[config.mk]
export PLATFORM = sky130hd
export DESIGN_NAME = branch_update_ctrl
export DESIGN_NICKNAME = d
export VERILOG_FILES = /design/src/rtl/bp_pkg.sv /design/src/rtl/bp_upd_fifo.sv /design/src/rtl/branch_update_ctrl.sv
export SDC_FILE = /design/constraint.sdc
export NUM_CORES = 1
export LEC_CHECK = 0
export ABC_AREA = 1
export ABC_CLOCK_PERIOD_IN_PS = 11600
export CAP_MARGIN = 20
export CORE_MARGIN = 2
export CORE_UTILIZATION = 57
export CTS_BUF_LIST = sky130_fd_sc_hd__clkbuf_4
export CTS_CLUSTER_DIAMETER = 150
export CTS_CLUSTER_SIZE = 40
export DETAILED_ROUTE_END_ITERATION = 6
export PLACE_DENSITY = 0.9
export SYNTH_ARGS = -nofsm -noshare
export SYNTH_HDL_FRONTEND = slang
export SYNTH_HIERARCHICAL = 1
export SYNTH_SLANG_ARGS = --single-unit
[constraint.sdc]
create_clock -name clk -period 11.6 [get_ports clk]
set_clock_uncertainty 0.2 [all_clocks]
set_input_delay 2.9 -clock clk [delete_from_list [all_inputs] [get_ports clk]]
set_output_delay 2.9 -clock clk [all_outputs]
set_load 0.03 [all_outputs]
[src/rtl/bp_pkg.sv]
// Shared definitions for the branch-predictor update path: widths, branch
// type encodings and the drain-sequencer state type.
package bp_pkg;

  localparam int ADDR_W    = 32;
  localparam int BHR_W_DEF = 4;

  typedef enum logic [1:0] {
    BR_DIRECT   = 2'b00,
    BR_CALL     = 2'b01,
    BR_RETURN   = 2'b10,
    BR_INDIRECT = 2'b11
  } br_type_e;

  typedef enum logic [1:0] {
    ST_IDLE  = 2'd0,
    ST_DRAIN = 2'd1,
    ST_DONE  = 2'd2
  } drain_state_e;

endpackage

[src/rtl/bp_upd_fifo.sv]
// Update-queue storage: up to two writes (port a, then port b) and one read
// per cycle, with an occupancy count. The caller guarantees space for writes.
module bp_upd_fifo #(
  parameter int DEPTH = 4,
  parameter int W     = 8
) (
  input  logic                       clk,
  input  logic                       resetn,
  input  logic                       wr0_en,
  input  logic [W-1:0]               wr0_data,
  input  logic                       wr1_en,
  input  logic [W-1:0]               wr1_data,
  input  logic                       rd_en,
  output logic [W-1:0]               rd_data,
  output logic [$clog2(DEPTH):0]     count
);
  localparam int PTR_W = $clog2(DEPTH);
  localparam int CNT_W = PTR_W + 1;

  logic [W-1:0]     r_mem [DEPTH];
  logic [PTR_W-1:0] r_wptr;
  logic [PTR_W-1:0] r_rptr;
  logic [CNT_W-1:0] r_count;

  logic             w_wa_en;
  logic [W-1:0]     w_wa_data;
  logic             w_wb_en;
  logic             w_rd;
  logic [CNT_W-1:0] w_n_wr;

  // A lone slot-1 commit takes the first free location, keeping program order.
  assign w_wa_en   = wr0_en | wr1_en;
  assign w_wa_data = wr0_en ? wr0_data : wr1_data;
  assign w_wb_en   = wr0_en & wr1_en;
  assign w_rd      = rd_en && (r_count != '0);
  assign w_n_wr    = CNT_W'(w_wa_en) + CNT_W'(w_wb_en);

  always_ff @(posedge clk) begin
    if (w_wa_en) r_mem[r_wptr] <= w_wa_data;
    if (w_wb_en) r_mem[r_wptr + PTR_W'(1)] <= wr1_data;
  end

  always_ff @(posedge clk or negedge resetn) begin
    if (!resetn) begin
      r_wptr  <= '0;
      r_rptr  <= '0;
      r_count <= '0;
    end else begin
      r_wptr  <= r_wptr + PTR_W'(w_n_wr);
      r_rptr  <= r_rptr + PTR_W'(w_rd);
      r_count <= r_count + w_n_wr - CNT_W'(w_rd);
    end
  end

  assign rd_data = r_mem[r_rptr];
  assign count   = r_count;

endmodule

[src/rtl/branch_update_ctrl.sv]
// Collects resolved branches from two commit slots into a small queue and
// streams them to the predictor tables; a drain sequencer flushes on request.
module branch_update_ctrl
  import bp_pkg::*;
#(
  parameter int DEPTH = 4,
  parameter int BHR_W = BHR_W_DEF
) (
  input  logic              clk,
  input  logic              resetn,
  input  logic              c0_valid,
  input  logic [ADDR_W-1:0] c0_pc,
  input  logic [ADDR_W-1:0] c0_target,
  input  logic              c0_taken,
  input  logic [1:0]        c0_type,
  input  logic [BHR_W-1:0]  c0_bhr,
  input  logic              c1_valid,
  input  logic [ADDR_W-1:0] c1_pc,
  input  logic [ADDR_W-1:0] c1_target,
  input  logic              c1_taken,
  input  logic [1:0]        c1_type,
  input  logic [BHR_W-1:0]  c1_bhr,
  output logic              c_ready,
  output logic              upd_en,
  input  logic              upd_ready,
  output logic [ADDR_W-1:0] upd_pc,
  output logic [ADDR_W-1:0] upd_target,
  output logic              upd_taken,
  output logic [1:0]        upd_type,
  output logic [BHR_W-1:0]  upd_bhr,
  input  logic              drain_req,
  output logic              drain_busy,
  output logic              drain_done
);
  localparam int ENT_W = 2 * ADDR_W + 1 + 2 + BHR_W;
  localparam int CNT_W = $clog2(DEPTH) + 1;

  logic [ENT_W-1:0] w_c0_ent;
  logic [ENT_W-1:0] w_c1_ent;
  logic [ENT_W-1:0] w_head;
  logic [CNT_W-1:0] w_count;
  logic             w_space_ok;
  logic             w_wr0;
  logic             w_wr1;
  logic             w_deq;

  drain_state_e r_state;
  drain_state_e w_state_nxt;

  assign w_c0_ent = {c0_pc, c0_target, c0_taken, c0_type, c0_bhr};
  assign w_c1_ent = {c1_pc, c1_target, c1_taken, c1_type, c1_bhr};

  // Readiness comes from the registered count only, so a same-cycle dequeue
  // never creates a combinational path from upd_ready to c_ready.
  assign w_space_ok = (CNT_W'(DEPTH) - w_count) >= CNT_W'(2);
  assign c_ready    = w_space_ok && !drain_busy;
  assign w_wr0      = c0_valid && c_ready;
  assign w_wr1      = c1_valid && c_ready;
  assign upd_en     = (w_count != '0);
  assign w_deq      = upd_en && upd_ready;

  // Storage is unreset, so the payload is masked until a valid head exists.
  assign {upd_pc, upd_target, upd_taken, upd_type, upd_bhr} =
    upd_en ? w_head : {ENT_W{1'b0}};

  bp_upd_fifo #(
    .DEPTH (DEPTH),
    .W     (ENT_W)
  ) u_fifo (
    .clk      (clk),
    .resetn   (resetn),
    .wr0_en   (w_wr0),
    .wr0_data (w_c0_ent),
    .wr1_en   (w_wr1),
    .wr1_data (w_c1_ent),
    .rd_en    (w_deq),
    .rd_data  (w_head),
    .count    (w_count)
  );

  always_ff @(posedge clk or negedge resetn) begin
    if (!resetn) r_state <= ST_IDLE;
    else         r_state <= w_state_nxt;
  end

  always_comb begin
    w_state_nxt = r_state;
    case (r_state)
      ST_IDLE:  if (drain_req) w_state_nxt = ST_DRAIN;
      ST_DRAIN: if (w_count == '0) w_state_nxt = ST_DONE;
      ST_DONE:  w_state_nxt = ST_IDLE;
      default:  w_state_nxt = ST_IDLE;
    endcase
  end

  always_comb begin
    drain_busy = 1'b0;
    drain_done = 1'b0;
    case (r_state)
      ST_DRAIN: drain_busy = 1'b1;
      ST_DONE:  drain_done = 1'b1;
      default:  ;
    endcase
  end

endmodule

==> metrics.md, run 1 <==
| Metric | Value |
|---|---|
| RSZ-0062 raised after global routing | `false` |
| Die height | `approximately 170 microns` |
| Most instantiated library cell after synthesis | `sky130_fd_sc_hd__o21ai_0` |
| Global-route wire length before repair | `61.6 mm` |
| Total Routed Length | `between 30 and 40 mm` |
| H-tree lvl count | `1` |
| Setup ws final | `approximately 4.2 ns` |
| Switch share | `45.9%` |
| Initial standard-cell utilization of the core | `roughly three fifths` |
| Final cycle utilization of the critical path | `63.9%` |
| Instance count of the mapped netlist | `around 1.8k` |
| Total I/O pin count | `223` |
| Hold buffers post-CTS | `0` |
| Number of buffers added on ports | `222` |
| Maximum achievable frequency | `between 100 and 150 MHz` |
| Grt total ovfl | `0` |
| Clock root buffer master | `sky130_fd_sc_hd__clkbuf_4` |
| Critical path required time | `between 8 and 9 ns` |
| Most area-consuming cells after synthesis | `sky130_fd_sc_hd__edfxtp_1 54%, sky130_fd_sc_hd__o21ai_0 17%, sky130_fd_sc_hd__nand2_1 8.9%` |
| CTS tree | `yes` |
| Highest ir drop seen on vdd | `around 0.16 mV` |
| CTS max path bufs | `3` |
| Worst Path Max Fanout | `90` |
| Rows | `60` |
| Synthesized net count | `between 2k and 2.5k` |
| Fraction of power consumed by combinational cells | `roughly 56%` |
| Largest net degree at the start of global routing | `94` |
| Clock slew at reported path FFs | `0.38 ns` |
| Number of violations of the max-capacitance limit | `0` |
| DRC violation total after the first TritonRoute iteration | `about 1.6k` |
| TNS Setup | `0 ns` |
| Die area | `28900 sq um` |
| Number of nets in the layout | `~2.1k` |
| CTS Buf Count | `11` |
| Cell type with the largest total area after synthesis | `sky130_fd_sc_hd__edfxtp_1` |
| Final-report max-slew violation count | `0` |
| Capturing element type of the critical path | `primary output` |
| Worst Setup Start Kind | `flip-flop` |
| PostCTS Resize Cnt | `0` |
| Period minus WS final | `7.41 ns` |
| Sequential cell area fraction in the yosys report | `55.7%` |
| Total net switching power | `about 2.2 mW` |
| Internal power of the cells | `roughly 2.5 mW` |
| Utilization after layout | `66.6%` |
| Number of distinct library cells after synthesis | `24` |
| Avg WL per Cell | `approximately 17 microns` |
| Mean Syn Cell Area | `between 8 and 9 sq um` |
| Gpl congestion | `between 0.8 and 0.9` |
| Yosys warning total | `6` |
| Number of antenna violations at the first check in global routing | `1` |
| Setup WS pre-CTS | `between 4 and 5 ns` |
| Share of Yosys cell area claimed by the top area cell type | `54.3%` |
| Type of the worst setup path | `flip-flop to primary output` |
| Number of synthesized flops with an enable pin | `284` |
| Number of clock sinks | `around 290` |
| Run status | `finished clean` |
| Post-synth top cells | `544 x sky130_fd_sc_hd__o21ai_0, 372 x sky130_fd_sc_hd__nand2_1, 291 x sky130_fd_sc_hd__nor2_1` |
| Half-perimeter wire length after placement | `between 20 and 25 mm` |
| Die boundary width | `around 170 microns` |
| Final Non-Filler Cells | `2313` |
| Top_reg_cell synth | `sky130_fd_sc_hd__edfxtp_1` |
| Filler Cells Inserted | `~2.1k` |
| Count of TritonRoute iterations in the first routing pass | `6` |
| Tightest Pin Transition | `a little under 1 ns` |
| Number of design rule violations left after detail routing | `0` |
| Final hold viol count | `0` |
| Post-synthesis async set-or-reset flop share | `under 10%` |
| Number of placed instances, taps included | `2295` |
| Arrival time reported for the critical path endpoint | `around 4.3 ns` |
| Count of antenna-violating nets left after detailed routing | `0` |
| GR Util All Layers | `26.6%` |
| Sequential Power Share | `roughly 36%` |
| Vias | `13.4k` |
| Static Leak | `about 7 nW` |
| Number of global-route vias before repair | `approximately 13k` |
| Ratio of cells with drive above 1 in the final layout | `approximately 2.5%` |
| Synth Cell Area | `~16000 sq um` |
| Layout Area Growth over Synthesis | `14.5%` |
| Headroom to the max-slew limit | `between 30% and 40%` |
| Detailed-route vias per instance | `just under 6` |
| Clk network pwr share | `about 7.6%` |
| Min-delay worst type | `flip-flop to flip-flop` |
| Postcts setup bufs | `0` |
| Worst Hold Margin | `0.267 ns` |
| Core area | `27000 sq um` |
| Total power divided by cell area | `~260 nW/um^2` |
| Latest clock arrival within the worst-skew pair | `around 0.73 ns` |
| Final setup violating endpoints | `0` |
| Yosys reg bits | `around 300` |
-- power groups by stage --
| stage | registers, mW | clock network, mW | logic (mW) |
|---|---|---|---|
| 6_report | 1.71 | 0.357 | 2.63 |
| 5_1_grt | 1.74 | 0.389 | 2.90 |
| 4_1_cts | 1.71 | 0.361 | 2.63 |
| 3_5_place_dp | 1.74 | 0 | 2.62 |
| 3_3_place_gp | 1.72 | 0 | 2.52 |
| 2_1_floorplan | 1.72 | 0 | 1.74 |
-- routing by layer --
layer	track usage (%)	part of all wire (%)	vias to the layer above	wire [microns]
met5	0	0	-	0
met4	10.3	3.0	0	1170
met3	2.60	9.7	81	3810
met2	47.1	50	774	19400
met1	33.9	37	6143	14600
li1	-	-	6374	-
-- kinds of logic (layout without fill, tap and decap cells) --
family | after synthesis | in the layout | synth area share (%)
AND/OR/NAND/NOR | 673 | 673 | 16.2
AO/OA/AOI/OAI | 572 | 572 | 18.3
buffers and inverters | 296 | 422 | 8.90
flip-flops | 293 | 293 | 55.7
adder cells (fa/ha/maj) | 9 | 9 | 0.764
XOR/XNOR | 2 | 2 | 0.112
other | 0 | 1 | 0
-- state kept, by name, summed over array words and instances, names as in the netlist --
name,cells
u_fifo/r_mem,284
u_fifo/count,3
r_state,2
u_fifo/r_rptr,2
u_fifo/r_wptr,2
-- critical path, stage by stage (launching register included) --
cell and delay, ns:
sky130_fd_sc_hd__dfrtp_4 0.83, sky130_fd_sc_hd__inv_4 0.73, sky130_fd_sc_hd__buf_4 0.56, sky130_fd_sc_hd__o21ai_0 0.14
sky130_fd_sc_hd__o21ai_0 0.38, sky130_fd_sc_hd__inv_1 0.08, sky130_fd_sc_hd__nor2_1 0.10, sky130_fd_sc_hd__clkdlybuf4s50_1 0.69
-- cells in the final DEF (no fill, tap or decap) --
cell	n
sky130_fd_sc_hd__o21ai_0	544
sky130_fd_sc_hd__nand2_1	372
sky130_fd_sc_hd__nor2_1	290
sky130_fd_sc_hd__edfxtp_1	284
sky130_fd_sc_hd__clkdlybuf4s50_1	222
sky130_fd_sc_hd__inv_1	163
sky130_fd_sc_hd__o21ai_1	24
sky130_fd_sc_hd__buf_4	17
sky130_fd_sc_hd__clkbuf_4	16
sky130_fd_sc_hd__dfrtp_1	8
sky130_fd_sc_hd__ha_1	7
sky130_fd_sc_hd__nand3_4	4
sky130_fd_sc_hd__o31ai_4	4
sky130_fd_sc_hd__nand3_1	3
sky130_fd_sc_hd__inv_4	2
sky130_fd_sc_hd__diode_2	1
sky130_fd_sc_hd__inv_2	1
sky130_fd_sc_hd__nor2_4	1
sky130_fd_sc_hd__nor3b_2	1
sky130_fd_sc_hd__ha_2	1
sky130_fd_sc_hd__clkinv_16	1
sky130_fd_sc_hd__xor2_1	1
sky130_fd_sc_hd__nand4_1	1
sky130_fd_sc_hd__xnor2_1	1
sky130_fd_sc_hd__nand3b_1	1
sky130_fd_sc_hd__fa_1	1
sky130_fd_sc_hd__dfrtp_4	1
-- stage by stage --
stage                     total power, mW  cell area [sq um]
after floorplan                      3.46              15700
after global placement               4.24              17800
after detailed placement             4.35              17800
after CTS                            4.70              18000
after global routing                 5.03              18000
final                                4.70              18000
-- cell type report --
| cell class | instances | area [sq um] | area share [%] |
|---|---|---|---|
| Multi-Input combinational cell | 1256 | 5680 | 31.5 |
| Tap cell | 341 | 427 | 2.37 |
| Sequential cell | 293 | 8760 | 48.7 |
| Clock buffer | 16 | 120 | 0.668 |
| Clock inverter | 1 | 30.0 | 0.167 |
| Antenna cell | 1 | 2.50 | 0.0139 |
| Inverter | 166 | 628 | 3.49 |
| Timing Repair Buffer | 239 | 2350 | 13.1 |
-- path summary, 6_finish.rpt --
check	slack, ns	start	cells past startpoint	to
min in group asynchronous	2.19	resetn	1	u_fifo/r_wptr[1]
max in group asynchronous	8.70	resetn	1	u_fifo/r_rptr[0]
setup / recovery	4.19	u_fifo/r_rptr[0]	7	upd_target[11]
setup reg to reg	7.01	u_fifo/count[0]	11	u_fifo/r_mem[2][8]
hold reg to reg	0.27	r_state[1]	1	r_state[0]
hold / removal	0.27	r_state[1]	1	r_state[0]
Power figures use the tool's default switching activity.
==> run 2, diff against run 1 <==
ABC_CLOCK_PERIOD_IN_PS = 6800   (was 11600)
CORE_UTILIZATION = 52   (was 57)
PLACE_DENSITY = 0.87   (was 0.9)
clock period = 6.8 ns   (was 11.6 ns; I/O delays follow)
==> run 2 against run 1 <==
  * The flow now finishes with violations (DRC)
  * Critical path depth grew 1
  * Register-to-register slack got worse by 4.1 ns
  * Clock power up 65%
  * Routed wire length increased by 1.4%
  * Die area grew 9.4%
  * Via count shrank 0.48%
  * Non-clock buffer count stayed put
  * Critical path type unchanged
  * Largest cell class unchanged
  * Highest routed layer unchanged
==> metrics.md, run 2 (synthesis gave the netlist of run 1 again) <==
| Metric | Value |
|---|---|
| Run status | `complete, but fails checks (was finished clean)` |
| Violated checks | `DRC` |
| Number of design rule violations left after detail routing | `5 (was 0)` |
| Final-report max-slew violation count | `0 (unchanged)` |
| Die boundary width | `178 microns (was 170 microns)` |
| Static Leak | `7.18 nW (about the same)` |
| Clock slew at reported path FFs | `0.38 ns (about the same)` |
| Critical path cell sequence | `buf_4 -> nor2_1 -> nor2_1 -> o21ai_0 -> o21ai_0 -> inv_1 -> nor2_1 -> clkdlybuf4s50_1 (was inv_4 -> buf_4 -> o21ai_0 -> o21ai_0 -> inv_1 -> nor2_1 -> clkdlybuf4s50_1)` |
| Initial standard-cell utilization of the core | `52.9% (was 58.1%)` |
| Filler Cells Inserted | `2420 (was 2116)` |
| Final Non-Filler Cells | `2359 (was 2313)` |
| Critical path required time | `4.90 ns (was 8.50 ns)` |
| Clk network pwr share | `7.3% (was 7.6%)` |
| Highest ir drop seen on vdd | `0.280 mV (was 0.165 mV)` |
| Count of antenna-violating nets left after detailed routing | `0 (unchanged)` |
| H-tree lvl count | `1 (unchanged)` |
| Latest clock arrival within the worst-skew pair | `0.74 ns (was 0.73 ns)` |
| Total net switching power | `3.68 mW (was 2.16 mW)` |
| Layout Area Growth over Synthesis | `15.2% (was 14.5%)` |
| DRC violation total after the first TritonRoute iteration | `1407 (was 1589)` |
| Gpl congestion | `0.784 (was 0.825)` |
| Overall power after layout | `8.03 mW (was 4.70 mW)` |
| Avg WL per Cell | `16.8 microns (was 16.9 microns)` |
| Number of global-route vias before repair | `12.7k (was 12.8k)` |
| Sequential Power Share | `36.4% (about the same)` |
| Busiest layer in global routing | `met2 (unchanged)` |
| Most used cells in the layout excluding fill and tap cells | `544 x sky130_fd_sc_hd__o21ai_0, 372 x sky130_fd_sc_hd__nand2_1, 290 x sky130_fd_sc_hd__nor2_1 (unchanged)` |
| Worst Path Max Fanout | `75 (was 90)` |
| Min-delay worst type | `flip-flop to flip-flop (unchanged)` |
| Number of placed instances, taps included | `2344 (was 2295)` |
| Final hold viol count | `0 (unchanged)` |
| Worst-path cell with the longest stage delay | `sky130_fd_sc_hd__dfrtp_4 (unchanged)` |
| Max reg flops | `284 (unchanged)` |
| Most common library cell in the layout ignoring fill and taps | `sky130_fd_sc_hd__o21ai_0 (unchanged)` |
| Fraction of power consumed by combinational cells | `56.2% (was 56.0%)` |
| Headroom to the max-slew limit | `30.5% (was 35.0%)` |
| Worst Setup Start Kind | `flip-flop (unchanged)` |
| CP peak stage delay | `1.06 ns (was 0.83 ns)` |
| Total I/O pin count | `223 (unchanged)` |
| Number of violations of the max-capacitance limit | `0 (unchanged)` |
| Internal power of the cells | `4.35 mW (was 2.54 mW)` |
| Number of antenna violations at the first check in global routing | `1 (unchanged)` |
| PostCTS Resize Cnt | `0 (unchanged)` |
| Register with the most flip-flops | `u_fifo/r_mem (unchanged)` |
| Half-perimeter wire length after placement | `23.5 mm (was 23.7 mm)` |
| Total Routed Length | `39.6 mm (was 39.0 mm)` |
| Met3 Usage GRT | `2.34% (was 2.60%)` |
| Ratio of cells with drive above 1 in the final layout | `2.34% (was 2.49%)` |
| Footprint of the multi-input gates | `5690 sq um (was 5680 sq um)` |
| Die area | `31600 sq um (was 28900 sq um)` |
| Register area | `8760 sq um (unchanged)` |
| Vias | `13.3k (was 13.4k)` |
| Number of nets in the layout | `2124 (unchanged)` |
| Capturing element type of the critical path | `primary output (unchanged)` |
| Dpl cell area | `18000 sq um (was 17800 sq um)` |
| GR Util All Layers | `24.6% (was 26.6%)` |
| Met2 demand-to-capacity share in global routing | `44.6% (was 47.1%)` |
| Arrival time reported for the critical path endpoint | `4.07 ns (was 4.31 ns)` |
| Core area | `29700 sq um (was 27000 sq um)` |
| Largest net degree at the start of global routing | `103 (was 94)` |
| Period minus WS final | `around 6 ns` |
| Switch share | `45.9% (about the same)` |
| Worst path most repeated cell | `sky130_fd_sc_hd__nor2_1 (was sky130_fd_sc_hd__o21ai_0)` |
| Worst Hold Margin | `0.270 ns (was 0.267 ns)` |
| RSZ-0062 raised after global routing | `false (unchanged)` |
| Maximum achievable frequency | `168 MHz` |
| CTS max path bufs | `3 (unchanged)` |
| Final setup violating endpoints | `0 (unchanged)` |
| Grt total ovfl | `0 (unchanged)` |
| CTS tree | `yes (unchanged)` |
| Global-route wire length before repair | `61.7 mm (was 61.6 mm)` |
| Die height | `178 microns (was 170 microns)` |
| Postcts setup bufs | `0 (unchanged)` |
| Global routing usage on met1 | `30.7% (was 33.9%)` |
| Rows | `63 (was 60)` |
| TNS Setup | `0 ns (unchanged)` |
| Total power divided by cell area | `444 nW/um^2 (was 261 nW/um^2)` |
| Clock root buffer master | `sky130_fd_sc_hd__clkbuf_4 (unchanged)` |
| Final cell area excluding filler cells | `18100 sq um (was 18000 sq um)` |
| Hold buffers post-CTS | `0 (unchanged)` |
| CTS Buf Count | `11 (unchanged)` |
| Number of clock sinks | `293 (unchanged)` |
| Number of buffers added on ports | `222 (unchanged)` |
| Detailed-route vias per instance | `5.64 (was 5.78)` |
| Type of the worst setup path | `flip-flop to primary output (unchanged)` |
| Tightest Pin Transition | `1.04 ns (was 0.975 ns)` |
| Count of TritonRoute iterations in the first routing pass | `7 (was 6)` |
| Final cycle utilization of the critical path | `between 80 and 90%` |
-- run 2: cell count changes in the layout (fill, tap and decap cells not counted), sizes merged --
cell    before  now
clkbuf      16   13
-- run 2: layer usage --
metal	part of all wire, %	routed length [microns]
met1	38	15100
met2	51	20200
met3	8.1	3200
met4	2.8	1090
met5	0	0
-- run 2: critical path, delay by kind of cell (launching register included) --
family	cells	cell delay, ns
DFF	1	1.06
and+or+nand+nor	3	0.44
AOI/OAI and AO/OA	2	0.19
buffers and inverters	3	1.59
-- run 2: area by class of cell --
cell class / count / share of cell area (%)
diodes: 1 / 0.0138
multi-input cells: 1256 / 31.4
well taps: 390 / 2.70
clock inverters: 1 / 0.166
clock buffers: 13 / 0.539
repair buffers: 239 / 13.3
flip-flops and latches: 293 / 48.4
inverters: 166 / 3.47
-- run 2: power by group through the flow --
| stage | logic (mW) | registers [mW] | clock network, mW |
|---|---|---|---|
| after detailed placement | 4.49 | 2.97 | 0 |
| after global routing | 4.99 | 2.96 | 0.644 |
| after CTS | 4.51 | 2.92 | 0.593 |
| after floorplan | 2.97 | 2.94 | 0 |
| after global placement | 4.35 | 2.94 | 0 |
| final | 4.51 | 2.92 | 0.590 |
-- run 2: path summary, 6_finish.rpt --
kind	startpoint	end	slack, ns	depth (start not counted)
min in group asynchronous	resetn	u_fifo/r_rptr[1]	0.99	1
worst max-delay path	u_fifo/r_rptr[0]	upd_bhr[0]	0.83	8
worst max register to register	u_fifo/count[0]	u_fifo/r_mem[0][14]	2.89	11
worst min register to register	r_state[1]	r_state[0]	0.27	1
max in group asynchronous	resetn	u_fifo/r_rptr[0]	5.08	1
worst min-delay path	r_state[1]	r_state[0]	0.27	1
-- run 2: per-stage QoR --
step                      utilization, %  setup slack [ns]
after floorplan                        -             -1.92
after global placement              60.4              1.68
after detailed placement            60.5              1.76
after CTS                           60.9             0.867
after global routing                60.9             0.571
final                               60.9             0.830
==> run 3, diff against run 2 <==
CAP_MARGIN = not set   (was 20)
SLEW_MARGIN = 20   (was not set)
==> run 3 against run 2 <==
  * The flow now finishes without violations
  * Routed wire length grew 0.51%
  * Register-to-register slack better by 0.02 ns
  * Non-clock buffer count is the same
  * Critical path type unchanged
  * Utilization hardly changed
  * Global-route usage barely moved
  * Clock power is essentially flat
  * First-iteration DRC count is 4.1% lower
  * Combinational power about the same
  * Final cell count did not move
  * Fmax hardly changed
  * Clock-buffer cell count did not move
  * Design area hardly changed
==> metrics.md, run 3 (synthesis gave the netlist of run 1 again) <==
| Metric | Value |
|---|---|
| Footprint of the multi-input gates | `5690 sq um (unchanged)` |
| Endpoint of the lowest-slack register-to-register path | `u_fifo/r_mem[0][38] (was u_fifo/r_mem[0][14])` |
| Highest ir drop seen on vdd | `0.304 mV (was 0.280 mV)` |
| Die boundary width | `178 microns (unchanged)` |
| Headroom to the max-slew limit | `29.3% (was 30.5%)` |
| PostCTS Resize Cnt | `0 (unchanged)` |
| Layout Area Growth over Synthesis | `15.1% (was 15.2%)` |
| Final-report max-slew violation count | `0 (unchanged)` |
| Vias | `13.4k (was 13.3k)` |
| Grt total ovfl | `0 (unchanged)` |
| Number of clock sinks | `293 (unchanged)` |
| Clock root buffer master | `sky130_fd_sc_hd__clkbuf_4 (unchanged)` |
| Reg2Reg Launch Point | `u_fifo/count[0] (unchanged)` |
| Postcts setup bufs | `0 (unchanged)` |
| RSZ-0062 raised after global routing | `false (unchanged)` |
| Path depth of the worst reg2reg path | `11 (unchanged)` |
| Hold Path Cell Cnt | `1 (unchanged)` |
| Hold buffers post-CTS | `0 (unchanged)` |
| Max reg flops | `284 (unchanged)` |
| Final hold viol count | `0 (unchanged)` |
| Initial standard-cell utilization of the core | `52.9% (unchanged)` |
| Register area | `8760 sq um (unchanged)` |
| Largest net degree at the start of global routing | `103 (unchanged)` |
| Reg2reg setup slack | `2.91 ns (was 2.89 ns)` |
| Gpl congestion | `0.784 (unchanged)` |
| Filler Cells Inserted | `2437 (was 2420)` |
| Busiest layer in global routing | `met2 (unchanged)` |
| Tightest Pin Transition | `1.06 ns (was 1.04 ns)` |
| Hold path start | `r_state[1] (unchanged)` |
| Maximum achievable frequency | `168 MHz (about the same)` |
| Final cycle utilization of the critical path | `87.8% (about the same)` |
| Ratio of cells with drive above 1 in the final layout | `2.34% (unchanged)` |
| Total Routed Length | `39.8 mm (was 39.6 mm)` |
| Count of antenna-violating nets left after detailed routing | `0 (unchanged)` |
| Most common library cell in the layout ignoring fill and taps | `sky130_fd_sc_hd__o21ai_0 (unchanged)` |
| Avg WL per Cell | `16.9 microns (was 16.8 microns)` |
| Clock slew at reported path FFs | `0.38 ns (about the same)` |
| Met2 demand-to-capacity share in global routing | `45.0% (was 44.6%)` |
| Number of global-route vias before repair | `12.7k (about the same)` |
| Total power divided by cell area | `444 nW/um^2 (about the same)` |
| Global-route wire length before repair | `61.9 mm (was 61.7 mm)` |
| Period minus WS final | `5.97 ns (about the same)` |
| Worst-path cell with the longest stage delay | `sky130_fd_sc_hd__dfrtp_4 (unchanged)` |
| Capturing element type of the critical path | `primary output (unchanged)` |
| Most used cells in the layout excluding fill and tap cells | `544 x sky130_fd_sc_hd__o21ai_0, 372 x sky130_fd_sc_hd__nand2_1, 290 x sky130_fd_sc_hd__nor2_1 (unchanged)` |
| Number of antenna violations at the first check in global routing | `2 (was 1)` |
| Total I/O pin count | `223 (unchanged)` |
| GR Util All Layers | `24.6% (about the same)` |
| Critical path cell sequence | `buf_4 -> nor2_1 -> nor2_1 -> o21ai_0 -> o21ai_0 -> inv_1 -> nor2_1 -> clkdlybuf4s50_1 (unchanged)` |
| TNS Setup | `0 ns (unchanged)` |
| Detailed-route vias per instance | `5.67 (was 5.64)` |
| Rows | `63 (unchanged)` |
| Latest clock arrival within the worst-skew pair | `0.74 ns (about the same)` |
| CTS Buf Count | `11 (unchanged)` |
| Register with the most flip-flops | `u_fifo/r_mem (unchanged)` |
| CP peak stage delay | `1.05 ns (was 1.06 ns)` |
| CTS max path bufs | `3 (unchanged)` |
| Critical path required time | `4.90 ns (about the same)` |
| Die height | `178 microns (unchanged)` |
| Core area | `29700 sq um (unchanged)` |
| Static Leak | `7.18 nW (about the same)` |
| Arrival time reported for the critical path endpoint | `4.07 ns (about the same)` |
| Count of TritonRoute iterations in the first routing pass | `6 (was 7)` |
| Global routing usage on met1 | `30.5% (was 30.7%)` |
| Overall power after layout | `8.03 mW (about the same)` |
| H-tree lvl count | `1 (unchanged)` |
| Met3 Usage GRT | `2.44% (was 2.34%)` |
| Worst Setup Start Kind | `flip-flop (unchanged)` |
| DRC violation total after the first TritonRoute iteration | `1350 (was 1407)` |
| Half-perimeter wire length after placement | `23.7 mm (was 23.5 mm)` |
| Number of buffers added on ports | `222 (unchanged)` |
| Worst Path Max Fanout | `75 (unchanged)` |
| Type of the worst setup path | `flip-flop to primary output (unchanged)` |
| Min-delay worst type | `flip-flop to flip-flop (unchanged)` |
| Worst path most repeated cell | `sky130_fd_sc_hd__nor2_1 (unchanged)` |
| CTS tree | `yes (unchanged)` |
| Run status | `finished clean (was complete, but fails checks)` |
| Number of nets in the layout | `2124 (unchanged)` |
| Number of design rule violations left after detail routing | `0 (was 5)` |
| Final setup violating endpoints | `0 (unchanged)` |
| Worst Hold End | `r_state[0] (unchanged)` |
| Die area | `31600 sq um (unchanged)` |
| Worst Hold Margin | `0.269 ns (was 0.270 ns)` |
| Number of violations of the max-capacitance limit | `0 (unchanged)` |
## run 3: per-layer routing
layer | up-vias | wire, microns
li1 | 6378 | -
met1 | 6246 | 15100
met2 | 675 | 20300
met3 | 78 | 3410
met4 | 2 | 958
met5 | - | 14
## run 3: final cells by class
| type | instances | area share [%] |
|---|---|---|
| antenna | 1 | 0.0138 |
| tap | 390 | 2.70 |
| inverter | 166 | 3.47 |
| timing repair buffer | 239 | 13.3 |
| sequential | 293 | 48.4 |
| multi-input combinational | 1256 | 31.4 |
| clock inverter | 1 | 0.166 |
| clock buffer | 13 | 0.539 |
## run 3: power breakdown
part	internal, mW	switching, mW	total [mW]
logic	1.53	2.99	4.52
clock network	0.0969	0.494	0.590
registers	2.72	0.200	2.92
total	4.34	3.69	8.03
## run 3: per-stage QoR
step | worst slack, ns | instance area [sq um] | utilization, % | std cells
global route | 0.611 | 18100 | 60.9 | 2359
detailed placement | 1.74 | 18000 | 60.4 | 2344
floorplan | -1.92 | 15700 | - | 1845
global placement | 1.68 | 18000 | 60.4 | 2343
CTS | 0.862 | 18100 | 60.9 | 2358
finish | 0.831 | 18100 | 60.9 | 2359
## run 3: worst max path at each step
| stage | from | endpoint | cells past startpoint |
|---|---|---|---|
| global route | u_fifo/r_rptr[0] | upd_bhr[0] | 8 |
| detailed placement | u_fifo/r_rptr[0] | upd_bhr[0] | 8 |
| global placement | u_fifo/r_rptr[0] | upd_bhr[0] | 8 |
| floorplan | c0_valid | u_fifo/r_mem[3][0] | 8 |
| finish | u_fifo/r_rptr[0] | upd_bhr[0] | 8 |
| CTS | u_fifo/r_rptr[0] | upd_bhr[0] | 8 |
## run 3: worst max-delay path, delay by kind of cell, from the launching register on
family                 cells  cell delay [ns]
flip-flops                 1             1.05
buffers and inverters      3             1.56
AND/OR/NAND/NOR            3             0.47
AO/OA/AOI/OAI              2             0.19
